$ cat config.mk
export PLATFORM = sky130hd
export DESIGN_NAME = regfile_op_sequencer
export DESIGN_NICKNAME = d
export VERILOG_FILES = /design/src/rtl/regfile_op_sequencer_pkg.sv /design/src/rtl/regfile_op_sequencer.sv
export SDC_FILE = /design/constraint.sdc
export NUM_CORES = 1
export LEC_CHECK = 0
export CORE_ASPECT_RATIO = 0.8
export CORE_MARGIN = 5
export CORE_UTILIZATION = 43
export DETAILED_ROUTE_END_ITERATION = 6
export GPL_ROUTABILITY_DRIVEN = 0
export PLACE_DENSITY_LB_ADDON = 0.3
export SLEW_MARGIN = 20
export SYNTH_ARGS = -nofsm -noshare
export SYNTH_HDL_FRONTEND = slang
export SYNTH_SLANG_ARGS = --single-unit
$ cat constraint.sdc
create_clock -name clk -period 2.1 [get_ports clk]
set_clock_uncertainty 0.2 [all_clocks]
set_input_delay 0.42 -clock clk [delete_from_list [all_inputs] [get_ports clk]]
set_output_delay 0.42 -clock clk [all_outputs]
set_load 0.02 [all_outputs]
$ cat src/rtl/regfile_op_sequencer_pkg.sv
// regfile_op_sequencer_pkg
// Shared definitions for the regfile/ALU command sequencer and everything that
// talks to it: default widths, command-type codes, FSM state encodings and
// the alucontrol opcodes understood by the alu.
package regfile_op_sequencer_pkg;

  // Default datapath widths
  localparam int DATA_W_DEF = 8;
  localparam int ADDR_W_DEF = 5;
  localparam int CTRL_W_DEF = 3;

  // Command types carried on cmd_type
  localparam logic CMD_ALU = 1'b0;
  localparam logic CMD_LI  = 1'b1;

  // Sequencer state encodings
  localparam logic [2:0] ST_IDLE   = 3'd0;
  localparam logic [2:0] ST_READ   = 3'd1;
  localparam logic [2:0] ST_EXEC   = 3'd2;
  localparam logic [2:0] ST_WRITE  = 3'd3;
  localparam logic [2:0] ST_DONE   = 3'd4;
  localparam logic [2:0] ST_VERIFY = 3'd5;

  typedef enum logic [2:0] {
    S_IDLE   = ST_IDLE,
    S_READ   = ST_READ,
    S_EXEC   = ST_EXEC,
    S_WRITE  = ST_WRITE,
    S_DONE   = ST_DONE,
    S_VERIFY = ST_VERIFY
  } state_t;

  // alucontrol opcodes; the sequencer passes these through untouched
  localparam logic [2:0] ALU_ADD = 3'b000;
  localparam logic [2:0] ALU_SUB = 3'b001;
  localparam logic [2:0] ALU_AND = 3'b010;
  localparam logic [2:0] ALU_OR  = 3'b011;
  localparam logic [2:0] ALU_XOR = 3'b100;
  localparam logic [2:0] ALU_SLT = 3'b101;

endpackage

$ cat src/rtl/regfile_op_sequencer.sv
// regfile_op_sequencer
// Accepts one register-level command at a time (ALU op rd = rs op rt, or
// load-immediate rd = imm), sequences the regfile read ports, alucontrol and
// the regfile write port, then pulses done with the written value.
//
// Optional feature macro: SEQ_READBACK_EN
//   When defined, a VERIFY state follows WRITE (for rd != 0) that reads rd back
//   on read port 1 and sets the sticky readback_err flag on a mismatch.
//
// Ports:
//   clk, reset                 rising-edge clock, asynchronous active-low reset
//   cmd_valid / cmd_ready      command handshake (ready only in IDLE)
//   cmd_type                   0 = ALU op, 1 = load-immediate
//   cmd_rd/rs/rt               destination and source register indices
//   cmd_alucontrol, cmd_imm    ALU opcode (opaque) and immediate value
//   read_reg1/2, alucontrol    to the regfile read ports and the alu
//   alu_result                 combinational result from the alu
//   read_data1                 regfile read port 1 data (SEQ_READBACK_EN only)
//   write_reg/data/enable      to the regfile write port
//   done, done_data            completion pulse and the value written
//   busy                       high whenever not IDLE
//   readback_err               sticky readback mismatch (SEQ_READBACK_EN only)
module regfile_op_sequencer
  import regfile_op_sequencer_pkg::*;
#(
  parameter int DATA_W = DATA_W_DEF,
  parameter int ADDR_W = ADDR_W_DEF,
  parameter int CTRL_W = CTRL_W_DEF
) (
  input  logic              clk,
  input  logic              reset,
  input  logic              cmd_valid,
  output logic              cmd_ready,
  input  logic              cmd_type,
  input  logic [ADDR_W-1:0] cmd_rd,
  input  logic [ADDR_W-1:0] cmd_rs,
  input  logic [ADDR_W-1:0] cmd_rt,
  input  logic [CTRL_W-1:0] cmd_alucontrol,
  input  logic [DATA_W-1:0] cmd_imm,
  output logic [ADDR_W-1:0] read_reg1,
  output logic [ADDR_W-1:0] read_reg2,
  output logic [CTRL_W-1:0] alucontrol,
  input  logic [DATA_W-1:0] alu_result,
`ifdef SEQ_READBACK_EN
  input  logic [DATA_W-1:0] read_data1,
  output logic              readback_err,
`endif
  output logic [ADDR_W-1:0] write_reg,
  output logic [DATA_W-1:0] write_data,
  output logic              write_enable,
  output logic              done,
  output logic [DATA_W-1:0] done_data,
  output logic              busy
);

  state_t state_q, state_d;

  logic              type_q;
  logic [ADDR_W-1:0] rd_q;
  logic [DATA_W-1:0] imm_q;
  logic [DATA_W-1:0] result_q;
  logic [DATA_W-1:0] done_data_q;
  logic [ADDR_W-1:0] read_reg1_q;
  logic [ADDR_W-1:0] read_reg2_q;
  logic [CTRL_W-1:0] alucontrol_q;
  logic              accept;
  logic [DATA_W-1:0] wval;

  assign accept = (state_q == S_IDLE) && cmd_valid;

  // Value this command writes: the captured ALU result or the immediate.
  assign wval = (type_q == CMD_LI) ? imm_q : result_q;

  // State register; the write strobe decodes from it, so an asserted reset
  // drops write_enable immediately without waiting for a clock edge.
  always_ff @(posedge clk or negedge reset) begin
    if (!reset) state_q <= S_IDLE;
    else        state_q <= state_d;
  end

  // Next-state logic: ALU ops go READ -> EXEC -> WRITE, load-immediates skip
  // straight to WRITE; with readback enabled a non-r0 write is checked first.
  always_comb begin
    state_d = state_q;
    unique case (state_q)
      S_IDLE: begin
        if (cmd_valid) state_d = (cmd_type == CMD_LI) ? S_WRITE : S_READ;
      end
      S_READ:  state_d = S_EXEC;
      S_EXEC:  state_d = S_WRITE;
`ifdef SEQ_READBACK_EN
      S_WRITE: state_d = (rd_q != '0) ? S_VERIFY : S_DONE;
      S_VERIFY: state_d = S_DONE;
`else
      S_WRITE: state_d = S_DONE;
`endif
      S_DONE:  state_d = S_IDLE;
      default: state_d = S_IDLE;
    endcase
  end

  // Command latch and datapath registers. The read-port and alucontrol
  // registers double as the latch for rs/rt/alucontrol: they only load on an
  // ALU accept so they hold their last values across load-immediates.
  always_ff @(posedge clk or negedge reset) begin
    if (!reset) begin
      type_q       <= CMD_ALU;
      rd_q         <= '0;
      imm_q        <= '0;
      result_q     <= '0;
      done_data_q  <= '0;
      read_reg1_q  <= '0;
      read_reg2_q  <= '0;
      alucontrol_q <= '0;
    end else begin
      if (accept) begin
        type_q <= cmd_type;
        rd_q   <= cmd_rd;
        imm_q  <= cmd_imm;
        if (cmd_type == CMD_ALU) begin
          read_reg1_q  <= cmd_rs;
          read_reg2_q  <= cmd_rt;
          alucontrol_q <= cmd_alucontrol;
        end
      end
      if (state_q == S_EXEC) result_q <= alu_result;
      if ((state_d == S_DONE) && (state_q != S_DONE)) done_data_q <= wval;
`ifdef SEQ_READBACK_EN
      if ((state_q == S_WRITE) && (state_d == S_VERIFY)) read_reg1_q <= rd_q;
`endif
    end
  end

`ifdef SEQ_READBACK_EN
  logic readback_err_q;

  // Sticky readback mismatch flag, only cleared by reset.
  always_ff @(posedge clk or negedge reset) begin
    if (!reset)                                          readback_err_q <= 1'b0;
    else if ((state_q == S_VERIFY) && (read_data1 != wval)) readback_err_q <= 1'b1;
  end

  assign readback_err = readback_err_q;
`endif

  // r0 is immutable, so WRITE with rd == 0 keeps the strobe low.
  assign write_enable = (state_q == S_WRITE) && (rd_q != '0);
  assign write_reg    = write_enable ? rd_q : '0;
  assign write_data   = write_enable ? wval : '0;

  assign read_reg1  = read_reg1_q;
  assign read_reg2  = read_reg2_q;
  assign alucontrol = alucontrol_q;
  assign done       = (state_q == S_DONE);
  assign done_data  = done_data_q;
  assign busy       = (state_q != S_IDLE);
  assign cmd_ready  = (state_q == S_IDLE);

endmodule

; Word level (Yosys, flattened, before mapping)
; Cells that the tools add are included.
[classes]
n_eq_ne = 6
n_mux = 6
bitwise_logic = 1
n_reduce_logical = 7
[op_table]
columns = cell, n
row1 = 8-bit two-way mux, 2
row2 = 3-bit case mux with 4 select lines, 1
row3 = 3-bit by 2-bit equality test with 1-bit output (second input constant), 2
row4 = 3-bit equality test (second input constant), 2
row5 = 5-bit two-way mux, 1
row6 = 5-bit nonzero test, 1
row7 = 3-bit by 1-bit equality test with 1-bit output (second input constant), 1
row8 = 1-bit logical AND, 3
row9 = 3-bit zero test, 1
row10 = 3-bit two-way mux, 1
row11 = 3-bit inequality test (second input constant), 1
row12 = 3-bit nonzero test, 1
row13 = 2-bit two-way mux, 1
row14 = 2-bit AND reduction, 1
row15 = 1-bit inverter, 1
[totals]
regBits = 46
input_bits = 38
out_inout_bits = 38
elab_cells = 29

; Depth between registers and ports, before layout
[logic_depth]
word_depth = 5
ltp_mapped = 6
mapped_depth_nobuf = 4

; Worst setup path before layout
; No wires, ideal clock.
[synth_path]
path_type = register to output
startpoint = reg rd_q[1]
endpoint = out write_data[0]
arrival_ns = 1.440
path_slack_ns = 0.040
path_stages_with_launch = 4
path_buffers = 0
cell_sequence = dfrtp_1 -> or4_1 -> o21ai_1 -> nor2_1
[synth_between]
elab_chain_len = 3
[synth_lines]
columns = item, line
row1 = "start, declared", regfile_op_sequencer.sv:59  ; logic [ADDR_W-1:0] rd_q;
row2 = "start signal, assigned", regfile_op_sequencer.sv:118  ; rd_q <= cmd_rd;
row3 = 5-bit nonzero test, regfile_op_sequencer.sv:147  ; assign write_enable = (state_q == S_WRITE) && (rd_q != '0);
row4 = 1-bit logical AND, regfile_op_sequencer.sv:147
row5 = 8-bit two-way mux, regfile_op_sequencer.sv:149  ; assign write_data = write_enable ? wval : '0;
row6 = "end, declared", regfile_op_sequencer.sv:49  ; output logic [DATA_W-1:0] write_data,
; Every way passes these cells.

; Worst setup path after layout
[layout_path]
startpoint = reg rd_q[3]
endpoint = out write_data[1]
; Same word-level chain as after synthesis.

==> reports/metrics.cfg <==
[run_status]
outcome = finished with violations
failed_checks = setup timing

[sta]
slew-limit-headroom_pct = 64.42
fin_crit_sh_pct = 113.0
final_max_slew_viol_count = 0
max_clock_freq_mhz = 421.3
hold_viol = 0
layout_setup_ws_ps = -273.6
finalCriticalPeriod_ps = 2374
max_slew.worst_pin.slew_ps = 533.7
setup_viol = 9
rsz0062_at_grt = yes
whs_ps = 287.3

[min_path]
hp-start = done_data[2]
hold_end = done_data[2]
hold_depth = 2
hold_class = flop to flop

[yosys]
syn_area_per_cell_sq_um = 13.48
syn_area_sq_mm = 0.001914
ys_top_cells_by_count = dfrtp_1 (46), mux2_2 (25), nor2_1 (11)
synthTopCellsByArea = dfrtp_1 (60%), mux2_2 (15%), mux2_1 (5.3%)
ys.flop_type = dfrtp_1
synth.most_common_cell = dfrtp_1
synthDistinctLibCells = 23
synth_top_area_cell = dfrtp_1
synth-edff-count = 0
synth_cells = 142
ys_seq_area_share_pct = 60.13
yosys.area_share.simple_pct = 9.346
yosys.area.top_type_share_pct = 60.13
synthXorXnorAreaFrac_pct = 0
synth_mux_area_share_pct = 24.18
synth_compound_area_share_pct = 3.137
synth_warnings = 0
synthArstFlopShare_pct = 100.0
synthAdderAreaFrac_pct = 0
synth_top_family_by_area = multiplexers
syn-num-nets = 180
synth-seq-cells = 46

[cts]
clkLatencyLatePin_ps = 290
htree_levels = 2
cts_buffer_depth = 2
cts_tree = built
root_buffer = clkbuf_8
numCtsBuffers = 5
cts_num_sinks = 46
clk_pin_slew_ps = 70

[placement]
io_buffers = 75
placed_area_sq_mm = 0.002821
dp_hpwl_um = 3441

[floorplanning]
num_rows = 21
start_util_pct = 44.97
io_pins = 76
dieHeight_um = 69.68
die_area_sq_mm = 0.005895
core-area_sq_mm = 0.004257
dieWidth_um = 84.60

[global_route]
track_usage_pct = 15.89
use_met2_pct = 27.63
busiest_layer = met2
gr-usage-met3_pct = 5.226
grt_max_degree = 25
grt_pass1_wl_um = 7389
antenna_found_initial = 0
grt.met1_usage_pct = 18.58
grt-ovfl-total = 0
grt_pass1_vias = 1534

[critical_path]
required_ps = 1480
cpPeakStageDelay_ps = 550
cp_num_buf_inv = 2
crit_fanout = 5
path_cells = or4_4 -> o21ai_4 -> buf_8 -> nor2_2 -> buf_6
r2r-end = read_reg2[4]
r2r_slack_ps = 110
arrival_ps = 1750
ff2ff_path_depth = 6
critical_path.top_delay_family = simple AND/OR/NAND/NOR gates
critPathCaptureType = output port
setup.worst_path.class = flop to output port
worstSetupStartpointType = flop
worst_path_max_delay_cell = or4_4
worst_r2r_startpoint = state_q[2]

[detailed_routing]
drt_iter0_drc = 39
viasPerCell = 4.799
wl_um = 4513
routed-via-count = 1406
drtPass1Iterations = 3
ant_nets = 0
drc = 0
wl_per_cell_um = 15.40

[cells_and_area]
syn_to_final_growth_pct = 56.60
fill_cells = 325
seq_area_sq_mm = 0.001151
n_antenna_cell = 0
multi_input_area_sq_um = 769.5
final_cell_area_sq_mm = 0.002998
fin_util_pct = 70.43
nets = 275
layout-drive-gt1-share_pct = 36.02

[power_and_ir_drop]
leakagePower_nw = 1.331
ir_worst_vdd_v = 0.0007512
p_total_mw = 4.640
powerDensity_mw_per_mm2 = 1548

[run]
drv_cap = 0

## final cells by class
cell class	count	share of cell area, %
timing repair buffer	96	30.34
clock buffer	6	2.755
inverter	3	0.4591
tap	57	2.379
multi-input combinational	85	25.67
sequential	46	38.40
## state kept, by name, indices dropped and copies added, names as in the netlist
signal	cells
alucontrol	3
read_reg2	5
done_data	8
imm_q	8
type_q	1
state_q	3
rd_q	5
read_reg1	5
result_q	8
## cells in the final DEF (no fill, tap or decap), drive strengths merged, types with 5 or more instances in the layout
cell	synthesis	layout
nand2	8	8
and2	5	5
o21ai	9	9
nor2	11	11
buf	6	37
clkdlybuf4s50	0	57
clkbuf	2	7
mux2	34	34
mux2i	8	8
dfrtp	46	46
## repair_timing
action                                 in CTS  in global routing
setup endpoints to repair                  17                 29
pin swaps                                   8                  4
gates resized for setup                    88                 27
gates cloned                                1                  0
endpoints found under the hold margin      22                  0
setup buffers                               1                  1
hold buffers                                1                  0
## kinds of logic (layout without fill, tap and decap cells)
| logic type | after synthesis | count (layout) |
|---|---|---|
| simple gates | 32 | 32 |
| compound gates | 11 | 11 |
| flops | 46 | 46 |
| mux | 42 | 42 |
| buf+inv | 11 | 105 |
## per-stage QoR
step / setup TNS [ps] / worst slack, ps / instances
after floorplan: 0 / 40.18 / 142
after global placement: -3730 / -277.5 / 283
after detailed placement: -4305 / -288.2 / 283
after CTS: -2517 / -293.9 / 292
after global routing: -3012 / -349.1 / 293
final: -2346 / -273.6 / 293
## power breakdown
part	switching, mW	internal, mW	leakage, nW
logic	1.19	1.32	0.735
clock network	0.259	0.254	0.0431
registers	0.282	1.34	0.552
total	1.73	2.91	1.33
## tightest hold or removal path, stage by stage (launching register included)
cell     delay [ps]
dfrtp_1         350
nand2_1          50
o21ai_0          60
## worst max-delay path by stage
stage / from / endpoint / slack (ps) / cells past startpoint
floorplan: rd_q[1] / write_data[0] / 40 / 3
global placement: rd_q[1] / write_data[7] / -280 / 5
detailed placement: rd_q[1] / write_data[4] / -290 / 5
CTS: rd_q[3] / write_data[1] / -290 / 5
global route: rd_q[3] / write_data[1] / -350 / 5
finish: rd_q[3] / write_data[1] / -270 / 5
## routing by layer
metal	part of all wire [%]	wire length [um]
met4	0.91	41
met1	40	1788
met5	0	0
met2	55	2501
met3	4.0	181
Note: power is estimated with default switching activity, not from simulation.
